File: config.mk
export PLATFORM = sky130hd
export DESIGN_NAME = wheel_torque
export DESIGN_NICKNAME = d
export VERILOG_FILES = /design/src/rtl/wheel_torque.sv
export SDC_FILE = /design/constraint.sdc
export NUM_CORES = 1
export LEC_CHECK = 0
export CELL_PAD_IN_SITES_DETAIL_PLACEMENT = 2
export CELL_PAD_IN_SITES_GLOBAL_PLACEMENT = 2
export CORE_MARGIN = 2
export CORE_UTILIZATION = 25
export DETAILED_ROUTE_END_ITERATION = 10
export PLACE_DENSITY_LB_ADDON = 0.1
export SLEW_MARGIN = 0
export SYNTH_ARGS = -nofsm -noshare
export SYNTH_HDL_FRONTEND = slang
export SYNTH_SLANG_ARGS = --single-unit
File: constraint.sdc
create_clock -name clk_in -period 3.4 [get_ports clk_in]
set_input_delay 0.85 -clock clk_in [delete_from_list [all_inputs] [get_ports clk_in]]
set_output_delay 0.85 -clock clk_in [all_outputs]
set_load 0.005 [all_outputs]
File: src/rtl/wheel_torque.sv
// Wheel drive torque generator: snapshots node positions and the centre of mass,
// then emits one saturated tangential force pair per node per cycle.
module wheel_torque #(
    parameter int NUM_NODES     = 10,
    parameter int POSITION_SIZE = 8,
    parameter int FORCE_SIZE    = 8,
    parameter int TORQUE        = 4
) (
    input  logic                            clk_in,
    input  logic                            rst_in,
    input  logic                            input_valid,
    input  logic signed [2:0]               drive,
    input  logic signed [POSITION_SIZE-1:0] nodes [2][NUM_NODES],
    input  logic signed [POSITION_SIZE-1:0] com_x,
    input  logic signed [POSITION_SIZE-1:0] com_y,
    output logic signed [FORCE_SIZE-1:0]    torque_forces [2][NUM_NODES],
    output logic                            output_valid,
    output logic                            busy,
    output logic [1:0]                      dbg_state
);

    // Handshake: input_valid is a start request sampled only while idle (busy low);
    // output_valid is a single-cycle pulse and busy stays high through it.

    localparam int IW = $clog2(NUM_NODES + 1);
    localparam int SW = (NUM_NODES > 1) ? $clog2(NUM_NODES) : 1;
    localparam int PW = POSITION_SIZE + 1;
    localparam logic [IW-1:0] LAST_IDX = IW'(NUM_NODES);
    localparam logic signed [31:0] F_MAX = (32'sd1 <<< (FORCE_SIZE - 1)) - 32'sd1;
    localparam logic signed [31:0] F_MIN = -(32'sd1 <<< (FORCE_SIZE - 1));

    localparam logic [1:0] S_IDLE    = 2'd0;
    localparam logic [1:0] S_COMPUTE = 2'd1;
    localparam logic [1:0] S_DONE    = 2'd2;

    logic [1:0]                      state_q, state_d;
    logic [IW-1:0]                   idx_q, idx_d;
    logic signed [2:0]               drive_q, drive_d;
    logic signed [POSITION_SIZE-1:0] com_x_q, com_x_d, com_y_q, com_y_d;
    logic signed [POSITION_SIZE-1:0] snap_q [2][NUM_NODES];
    logic signed [POSITION_SIZE-1:0] snap_d [2][NUM_NODES];
    logic                            wr_en_q, wr_en_d;
    logic [SW-1:0]                   wr_idx_q, wr_idx_d;
    logic signed [FORCE_SIZE-1:0]    fx_q, fx_d, fy_q, fy_d;
    logic signed [FORCE_SIZE-1:0]    forces_q [2][NUM_NODES];
    logic signed [FORCE_SIZE-1:0]    forces_d [2][NUM_NODES];

    logic [SW-1:0]         sel;
    logic signed [PW-1:0]  dx, dy;
    logic signed [31:0]    drive_ext, m, fx_raw, fy_raw;

    function automatic logic signed [FORCE_SIZE-1:0] sat(input logic signed [31:0] v);
        logic signed [31:0] r;
        if (v > F_MAX)      r = F_MAX;
        else if (v < F_MIN) r = F_MIN;
        else                r = v;
        return r[FORCE_SIZE-1:0];
    endfunction

    always_comb begin
        state_d  = state_q;
        idx_d    = idx_q;
        drive_d  = drive_q;
        com_x_d  = com_x_q;
        com_y_d  = com_y_q;
        snap_d   = snap_q;
        wr_en_d  = 1'b0;
        wr_idx_d = wr_idx_q;
        fx_d     = fx_q;
        fy_d     = fy_q;
        forces_d = forces_q;

        sel       = idx_q[SW-1:0];
        dx        = {snap_q[0][sel][POSITION_SIZE-1], snap_q[0][sel]} -
                    {com_x_q[POSITION_SIZE-1], com_x_q};
        dy        = {snap_q[1][sel][POSITION_SIZE-1], snap_q[1][sel]} -
                    {com_y_q[POSITION_SIZE-1], com_y_q};
        drive_ext = {{29{drive_q[2]}}, drive_q};
        m         = TORQUE * drive_ext;
        // Tangential direction: fx follows -sgn(dy), fy follows +sgn(dx).
        if (dy == '0)     fx_raw = 32'sd0;
        else if (dy[PW-1]) fx_raw = m;
        else               fx_raw = -m;
        if (dx == '0)     fy_raw = 32'sd0;
        else if (dx[PW-1]) fy_raw = -m;
        else               fy_raw = m;

        // Second pipeline stage: commit the force pair computed last cycle.
        if (wr_en_q) begin
            forces_d[0][wr_idx_q] = fx_q;
            forces_d[1][wr_idx_q] = fy_q;
        end

        case (state_q)
            S_IDLE: begin
                if (input_valid) begin
                    snap_d  = nodes;
                    drive_d = drive;
                    com_x_d = com_x;
                    com_y_d = com_y;
                    idx_d   = '0;
                    state_d = S_COMPUTE;
                end
            end
            S_COMPUTE: begin
                if (idx_q == LAST_IDX) begin
                    state_d = S_DONE;
                end else begin
                    wr_en_d  = 1'b1;
                    wr_idx_d = sel;
                    fx_d     = sat(fx_raw);
                    fy_d     = sat(fy_raw);
                    idx_d    = idx_q + IW'(1);
                end
            end
            S_DONE: begin
                state_d = S_IDLE;
            end
            default: begin
                state_d = S_IDLE;
            end
        endcase
    end

    always_ff @(posedge clk_in or negedge rst_in) begin
        if (!rst_in) begin
            state_q  <= S_IDLE;
            idx_q    <= '0;
            drive_q  <= '0;
            com_x_q  <= '0;
            com_y_q  <= '0;
            wr_en_q  <= 1'b0;
            wr_idx_q <= '0;
            fx_q     <= '0;
            fy_q     <= '0;
            for (int k = 0; k < 2; k++) begin
                for (int i = 0; i < NUM_NODES; i++) begin
                    snap_q[k][i]   <= '0;
                    forces_q[k][i] <= '0;
                end
            end
        end else begin
            state_q  <= state_d;
            idx_q    <= idx_d;
            drive_q  <= drive_d;
            com_x_q  <= com_x_d;
            com_y_q  <= com_y_d;
            wr_en_q  <= wr_en_d;
            wr_idx_q <= wr_idx_d;
            fx_q     <= fx_d;
            fy_q     <= fy_d;
            snap_q   <= snap_d;
            forces_q <= forces_d;
        end
    end

    assign torque_forces = forces_q;
    assign output_valid  = (state_q == S_DONE);
    assign busy          = (state_q != S_IDLE);
    assign dbg_state     = state_q;

endmodule
==> reports/metrics.yaml, run 1 <==
status: "finished with violations"
violations: "negative setup slack"
synthXorXnorAreaFrac: 0.00343
fin_crit_sh: 1.01
die_width_um: 251
start_kind: "register"
vdd.ir_drop.worst_v: 0.000494
rr_worst_depth: 13
worst_ep_required_time_ns: 3.83
start_util: 0.253
ys_ff_latch: 344
vias_per_cell: 4.53
grt_remaining_overflow: 0
syn_nets: 1639
routed_wl_mm: 52.4
maxSlewViolCount: 0
clkPwrFrac: 0.191
numPlacedInstances: 2516
hp-class: "in2async"
synth_ff_type: "dfrtp_1"
setup.worst_path.end_class: "register"
yosys_warnings: 0
cts_inserted_buffers: 42
path_clk_slew_ns: 0.06
max_slew.worst_pin.slew_ns: 0.933
grt_setup_unrepaired: "yes"
dieArea_mm2: 0.0632
final.min_clock_period_ns: 3.43
synth_cell_types: 56
grt_pass1_vias: 13300
finClkSkew_ns: 0.0204
setup_violations: 8
first_pass_iters: 4
detail-route-antenna-nets: 0
drive_gt1_frac: 0.209
syn_avg_cell_area_um2: 10.7
synth-simple-area-share: 0.157
antenna_found_initial: 1
power_switching_uw: 8650
yosysSeqAreaShare: 0.563
rrSetupSlack_ns: -0.03
synth-async-reset-ratio: 1.00
cts_tree: "yes"
ios: 346
fin_ws_ns: -0.0264
clkLatencyLatePin_ns: 0.56
num_vias: 11800
core_mm2: 0.0605
hold_viol_final: 0
cp_max_fo: 6
worstPathArrival_ns: 3.86
fin_tns_setup_ns: -0.120
mappedNetlistArea_mm2: 0.0153
drcViolationCount: 0
synth_cells: 1434
swShare: 0.365
max_slew_margin: 0.378
place.port_buffers: 345
max_freq_mhz: 292
clock-sinks: 344
htree_levels: 2
drt_iter0_drc: 476
cts-root-buf: "clkbuf_16"
rows: 90
final_nets: 1997
dp_hpwl_mm: 38.3
syn_to_final_growth_pct: 41.6
synth-adder-area-share: 0.0198
total_leakage_power_uw: 0.00993
regToRegEndpoint: "fy_q[5]"
final_common_cell: "nand2_1"
synth_compound_area_frac: 0.0518
final_cell_count_no_fill: 2607
power_density_mw_per_mm2: 1090
post-place-ws_ns: -0.210
wl_per_cell_um: 20.1
die_height_um: 251
gp_congestion: 0.769
grt_pass1_wl_mm: 81.1
synth_edf_count: 0
grt_start_max_net_pins: 85
p_seq_frac: 0.314
layout_common_cells: "nand2_1 (543), clkdlybuf4s50_1 (344), dfrtp_1 (342)"
synth_mux_area_frac: 0.165
cts_buffer_depth: 3
grt_usage: 0.167
synth_top_family_by_area: "multiplexers"
comb_power_share: 0.496
p_int_uw: 15000
power_uw: 23700
r2r_start: "idx_q[0]"
max-cap-violations: 0
criticalPathCategory: "reg2reg"
## through the flow
| stage | area (µm²) | util | hold WS, ns |
|---|---|---|---|
| finish | 21700 | 0.358 | 0.226 |
| global route | 21700 | 0.358 | 0.233 |
| CTS | 21500 | 0.355 | 0.210 |
| detailed placement | 19900 | 0.329 | 0.463 |
| global placement | 19900 | 0.329 | 0.455 |
| floorplan | 15300 | - | 0.440 |
## what timing repair did
item                       4_1_cts  5_1_grt
setup endpoints to repair       12       14
cloned                           1        1
pin swaps                       15       12
gates resized for setup         26       26
setup buffers                    7        5
hold buffers                     0        0
## worst max path at each step
stage,slack (ns),cells past startpoint,to,start
after global placement,-0.14,11,fx_q[5],idx_q[0]
after CTS,-0.003,12,fy_q[5],idx_q[0]
after floorplan,0.004,13,fy_q[2],idx_q[0]
after detailed placement,-0.21,11,fx_q[5],idx_q[0]
final,-0.03,13,fy_q[5],idx_q[0]
after global routing,-0.22,14,fx_q[2],idx_q[0]
## worst max-delay path, stage by stage (launching register included)
cell and delay [ns]:
dfrtp_4 0.52, buf_12 0.15, mux4_2 0.51, a22oi_2 0.24, o22a_1 0.19, inv_1 0.05
ha_1 0.27, nand3b_1 0.10, nand2_2 0.07, mux2i_1 0.13, a2111o_1 0.43, a211oi_4 0.22
a21oi_4 0.12, a221o_1 0.31
## layer usage
layer / routed length [µm] / GRT usage / up-vias / part of all wire
met3: 2270 / 0.0306 / 52 / 0.043
met1: 22800 / 0.216 / 6024 / 0.44
met4: 843 / 0.0398 / 2 / 0.016
li1: - / - / 5461 / -
met2: 26400 / 0.290 / 259 / 0.50
met5: 13 / 0 / - / 0.00025
## cell usage after synthesis, types with 2 or more instances
library cell | instances | area, µm²
and3_1 | 2 | 12.5
a21o_2 | 2 | 17.5
a31oi_1 | 2 | 12.5
buf_1 | 8 | 30.0
nor2_1 | 23 | 86.3
nand2b_1 | 6 | 37.5
clkbuf_1 | 67 | 251
a221o_1 | 4 | 40.0
nor3b_1 | 4 | 30.0
dfrtp_1 | 344 | 8610
a21o_1 | 2 | 15.0
and2_1 | 2 | 12.5
mux2i_1 | 6 | 60.1
or3_1 | 3 | 18.8
nand3b_1 | 4 | 30.0
o211ai_1 | 4 | 30.0
o21ai_0 | 42 | 210
nand3_1 | 5 | 25.0
o22ai_1 | 2 | 12.5
a2111oi_0 | 2 | 17.5
o21ai_1 | 4 | 20.0
inv_1 | 32 | 120
mux2_2 | 159 | 1790
nand2_1 | 545 | 2050
a22o_1 | 5 | 43.8
a21oi_1 | 10 | 50.1
nor3_1 | 5 | 25.0
buf_4 | 20 | 150
fa_1 | 2 | 40.0
o22a_1 | 2 | 17.5
o31ai_1 | 4 | 30.0
buf_2 | 11 | 55.1
nand4_1 | 2 | 12.5
nor2b_1 | 7 | 43.8
a22oi_1 | 18 | 135
ha_1 | 21 | 263
xnor2_1 | 5 | 43.8
mux4_2 | 30 | 676
## flip-flops by register name, indices dropped and copies added (netlist names)
register       flops
com_x_q            8
snap_q           160
idx_q              4
dbg_state          2
wr_en_q            1
wr_idx_q           4
fy_q               7
drive_q            3
com_y_q            8
fx_q               7
torque_forces    140
## layout make-up
type                            instances  area (µm²)
Fill cell                            6401       38800
Sequential cell                       344        8610
Multi-Input combinational cell        951        6290
Timing Repair Buffer                  420        4260
Clock buffer                           58        1210
Tap cell                              782         978
Clock inverter                         18         178
Inverter                               33         124
Antenna cell                            1        2.50
## cells by family (layout without fill, tap and decap cells)
kind of cell,Yosys count,count (layout)
flip-flops,344,344
XOR/XNOR,6,6
buffers and inverters,139,529
multiplexers,195,195
other,0,1
adder cells (fa/ha/maj),23,23
AO/OA/AOI/OAI,117,117
AND/OR/NAND/NOR,610,610
## power groups by stage
stage               registers, µW  clock network (µW)  logic [µW]
floorplan                    6880                   0        6290
global placement             7460                   0       10500
detailed placement           7530                   0       10800
CTS                          7490                4720       11300
global route                 7730                4860       12900
finish                       7430                4520       11700
Power figures use the tool's default switching activity.
==> inputs of run 2 (changes only) <==
--- a/config.mk
+++ b/config.mk
@@ -10,7 +10,7 @@
 export CORE_MARGIN = 2
 export CORE_UTILIZATION = 25
 export DETAILED_ROUTE_END_ITERATION = 10
-export PLACE_DENSITY_LB_ADDON = 0.1
+export PLACE_DENSITY = 0.68
 export SLEW_MARGIN = 0
 export SYNTH_ARGS = -nofsm -noshare
 export SYNTH_HDL_FRONTEND = slang
==> run 2 against run 1 <==
  * The flow still finishes with violations (negative setup slack)
  * Power grew 4.7%
  * Cell count grew 0.92%
  * Register-to-register slack lost 0.14 ns
  * Count of clock-buffer cells in the layout grew 6
  * Die area is the same
  * Worst hold slack lost 0.0035 ns
==> reports/metrics.yaml, run 2 (synthesized netlist as in run 1, its figures left out) <==
hp-class: "in2async"
critPathTopFamily: "buffers and inverters"
path_clk_slew_ns: 0.06
layout_common_cells: "nand2_1 (542), clkdlybuf4s50_1 (344), dfrtp_1 (342)"
grt_remaining_overflow: 0
cts_inserted_buffers: 43
num_vias: 12000
syn_to_final_growth_pct: 44.1
grtUsageMet1: 0.224
crit_buf_inv: 5
use_met2: 0.308
max_slew_margin: 0.350
hold_viol_final: 0
max_slew.worst_pin.slew_ns: 0.974
drcViolationCount: 0
hold_slack_ns: 0.223
fin_ws_ns: -0.163
rows: 90
htree_levels: 2
drt_iter0_drc: 470
clkLatencyLatePin_ns: 0.59
start_kind: "register"
cts-root-buf: "clkbuf_16"
core_mm2: 0.0605
power_density_mw_per_mm2: 1120
worstPathArrival_ns: 4.01
setup.worst_path.end_class: "register"
grt_start_max_net_pins: 76
wl_per_cell_um: 21.0
worst_path_largest_cell_delay_ns: 0.55
grt_use_met3: 0.0355
clock-sinks: 344
die_height_um: 251
start_util: 0.253
grt_usage: 0.176
regMostFlops: "snap_q"
cts_tree: "yes"
worst_path_max_delay_cell: "dfrtp_4"
die_width_um: 251
final.min_clock_period_ns: 3.56
vias_per_cell: 4.56
first_pass_iters: 4
status: "finished with violations"
vdd.ir_drop.worst_v: 0.000443
detail-route-antenna-nets: 0
violations: "negative setup slack"
setup_violations: 11
drive_gt1_frac: 0.227
dieArea_mm2: 0.0632
grt.busiest_layer: "met2"
fill_cells: 6347
max_freq_mhz: 281
criticalPathCategory: "reg2reg"
cts_hold_buf: 0
total_leakage_power_uw: 0.0101
cts_buffer_depth: 3
grt_setup_unrepaired: "yes"
cp_cell_sequence: "buf_12 -> buf_12 -> buf_4 -> mux2_2 -> a22oi_2 -> o21ai_1 -> ha_1 -> buf_4 -> nor2b_1 -> a22oi_1 -> nand4_1 -> nor4_4 -> buf_6 -> o31ai_4"
max-cap-violations: 0
finClkSkew_ns: 0.0329
grt_pass1_vias: 13800
gp_congestion: 0.843
post-place-ws_ns: -0.241
antenna_found_initial: 3
grt_pass1_wl_mm: 85.6
final_common_cell: "nand2_1"
maxSlewViolCount: 0
final_nets: 2017
place.port_buffers: 345
dp_hpwl_mm: 40.1
fin_crit_sh: 1.05
routed_wl_mm: 55.3
worst_ep_required_time_ns: 3.84
ios: 346
cp_max_fo: 7
largest_reg_flops: 160
-- run 2: cell count changes in the layout (fill, tap and decap cells not counted), sizes merged --
| cell | previous run | this run |
|---|---|---|
| buf | 75 | 95 |
| clkbuf | 59 | 64 |
| clkinv | 13 | 8 |
| diode | 1 | 3 |
| bufinv | 3 | 4 |
| inv | 33 | 34 |
-- run 2: through the flow --
step	utilization	setup TNS [ns]	std cells	area (µm²)	total power (µW)
final	0.365	-1.41	2631	22100	24800
after global routing	0.365	-2.74	2628	22000	26600
after CTS	0.361	-1.18	2622	21800	24300
after detailed placement	0.331	-2.58	2532	20000	18500
after global placement	0.331	-0.337	2532	20000	17900
after floorplan	-	0	1434	15300	13200
-- run 2: path summary, 6_finish.rpt --
path	startpoint	end	slack [ns]	depth (start not counted)
hold / removal	rst_in	torque_forces[134]	0.22	1
hold reg to reg	snap_q[108]	snap_q[108]	0.47	2
min in group clk_in	snap_q[108]	snap_q[108]	0.47	2
setup / recovery	idx_q[0]	fx_q[2]	-0.16	14
setup reg to reg	idx_q[0]	fx_q[2]	-0.16	14
max in group asynchronous	rst_in	snap_q[159]	2.27	3
-- run 2: where the power goes --
part           internal (µW)  switching (µW)
Sequential              6000            1510
Clock                   2870            1880
Combinational           6610            5930
Total                  15500            9330
-- run 2: worst reg2reg max path, delay by kind of cell, from the launching register on --
kind / cells / cell delay [ns]
AO/OA/AOI/OAI: 4 / 0.66
adder cells (fa/ha/maj): 1 / 0.39
buffers and inverters: 5 / 0.84
flip-flops: 1 / 0.55
multiplexers: 1 / 0.27
AND/OR/NAND/NOR: 3 / 0.71
-- run 2: layer usage --
layer / vias up / share of wire
met5: - / 0.00016
met1: 6112 / 0.43
met3: 70 / 0.048
met4: 2 / 0.019
met2: 313 / 0.50
li1: 5505 / -
-- run 2: final cells by class --
| cell class | instances | area (µm²) | share of cell area |
|---|---|---|---|
| diodes | 3 | 7.51 | 0.000340 |
| multi-input cells | 951 | 6430 | 0.291 |
| repair buffers | 439 | 4430 | 0.201 |
| clock buffers | 64 | 1250 | 0.0565 |
| inverters | 33 | 124 | 0.00562 |
| flip-flops and latches | 344 | 8610 | 0.391 |
| well taps | 782 | 978 | 0.0444 |
| clock inverters | 15 | 228 | 0.0103 |
-- run 2: timing repair --
item | 4_1_cts | 5_1_grt
gates cloned | 1 | 0
pin swaps | 37 | 43
setup endpoints to repair | 13 | 14
setup buffers | 10 | 9
gates resized for setup | 49 | 47
hold endpoints to repair | 0 | 0
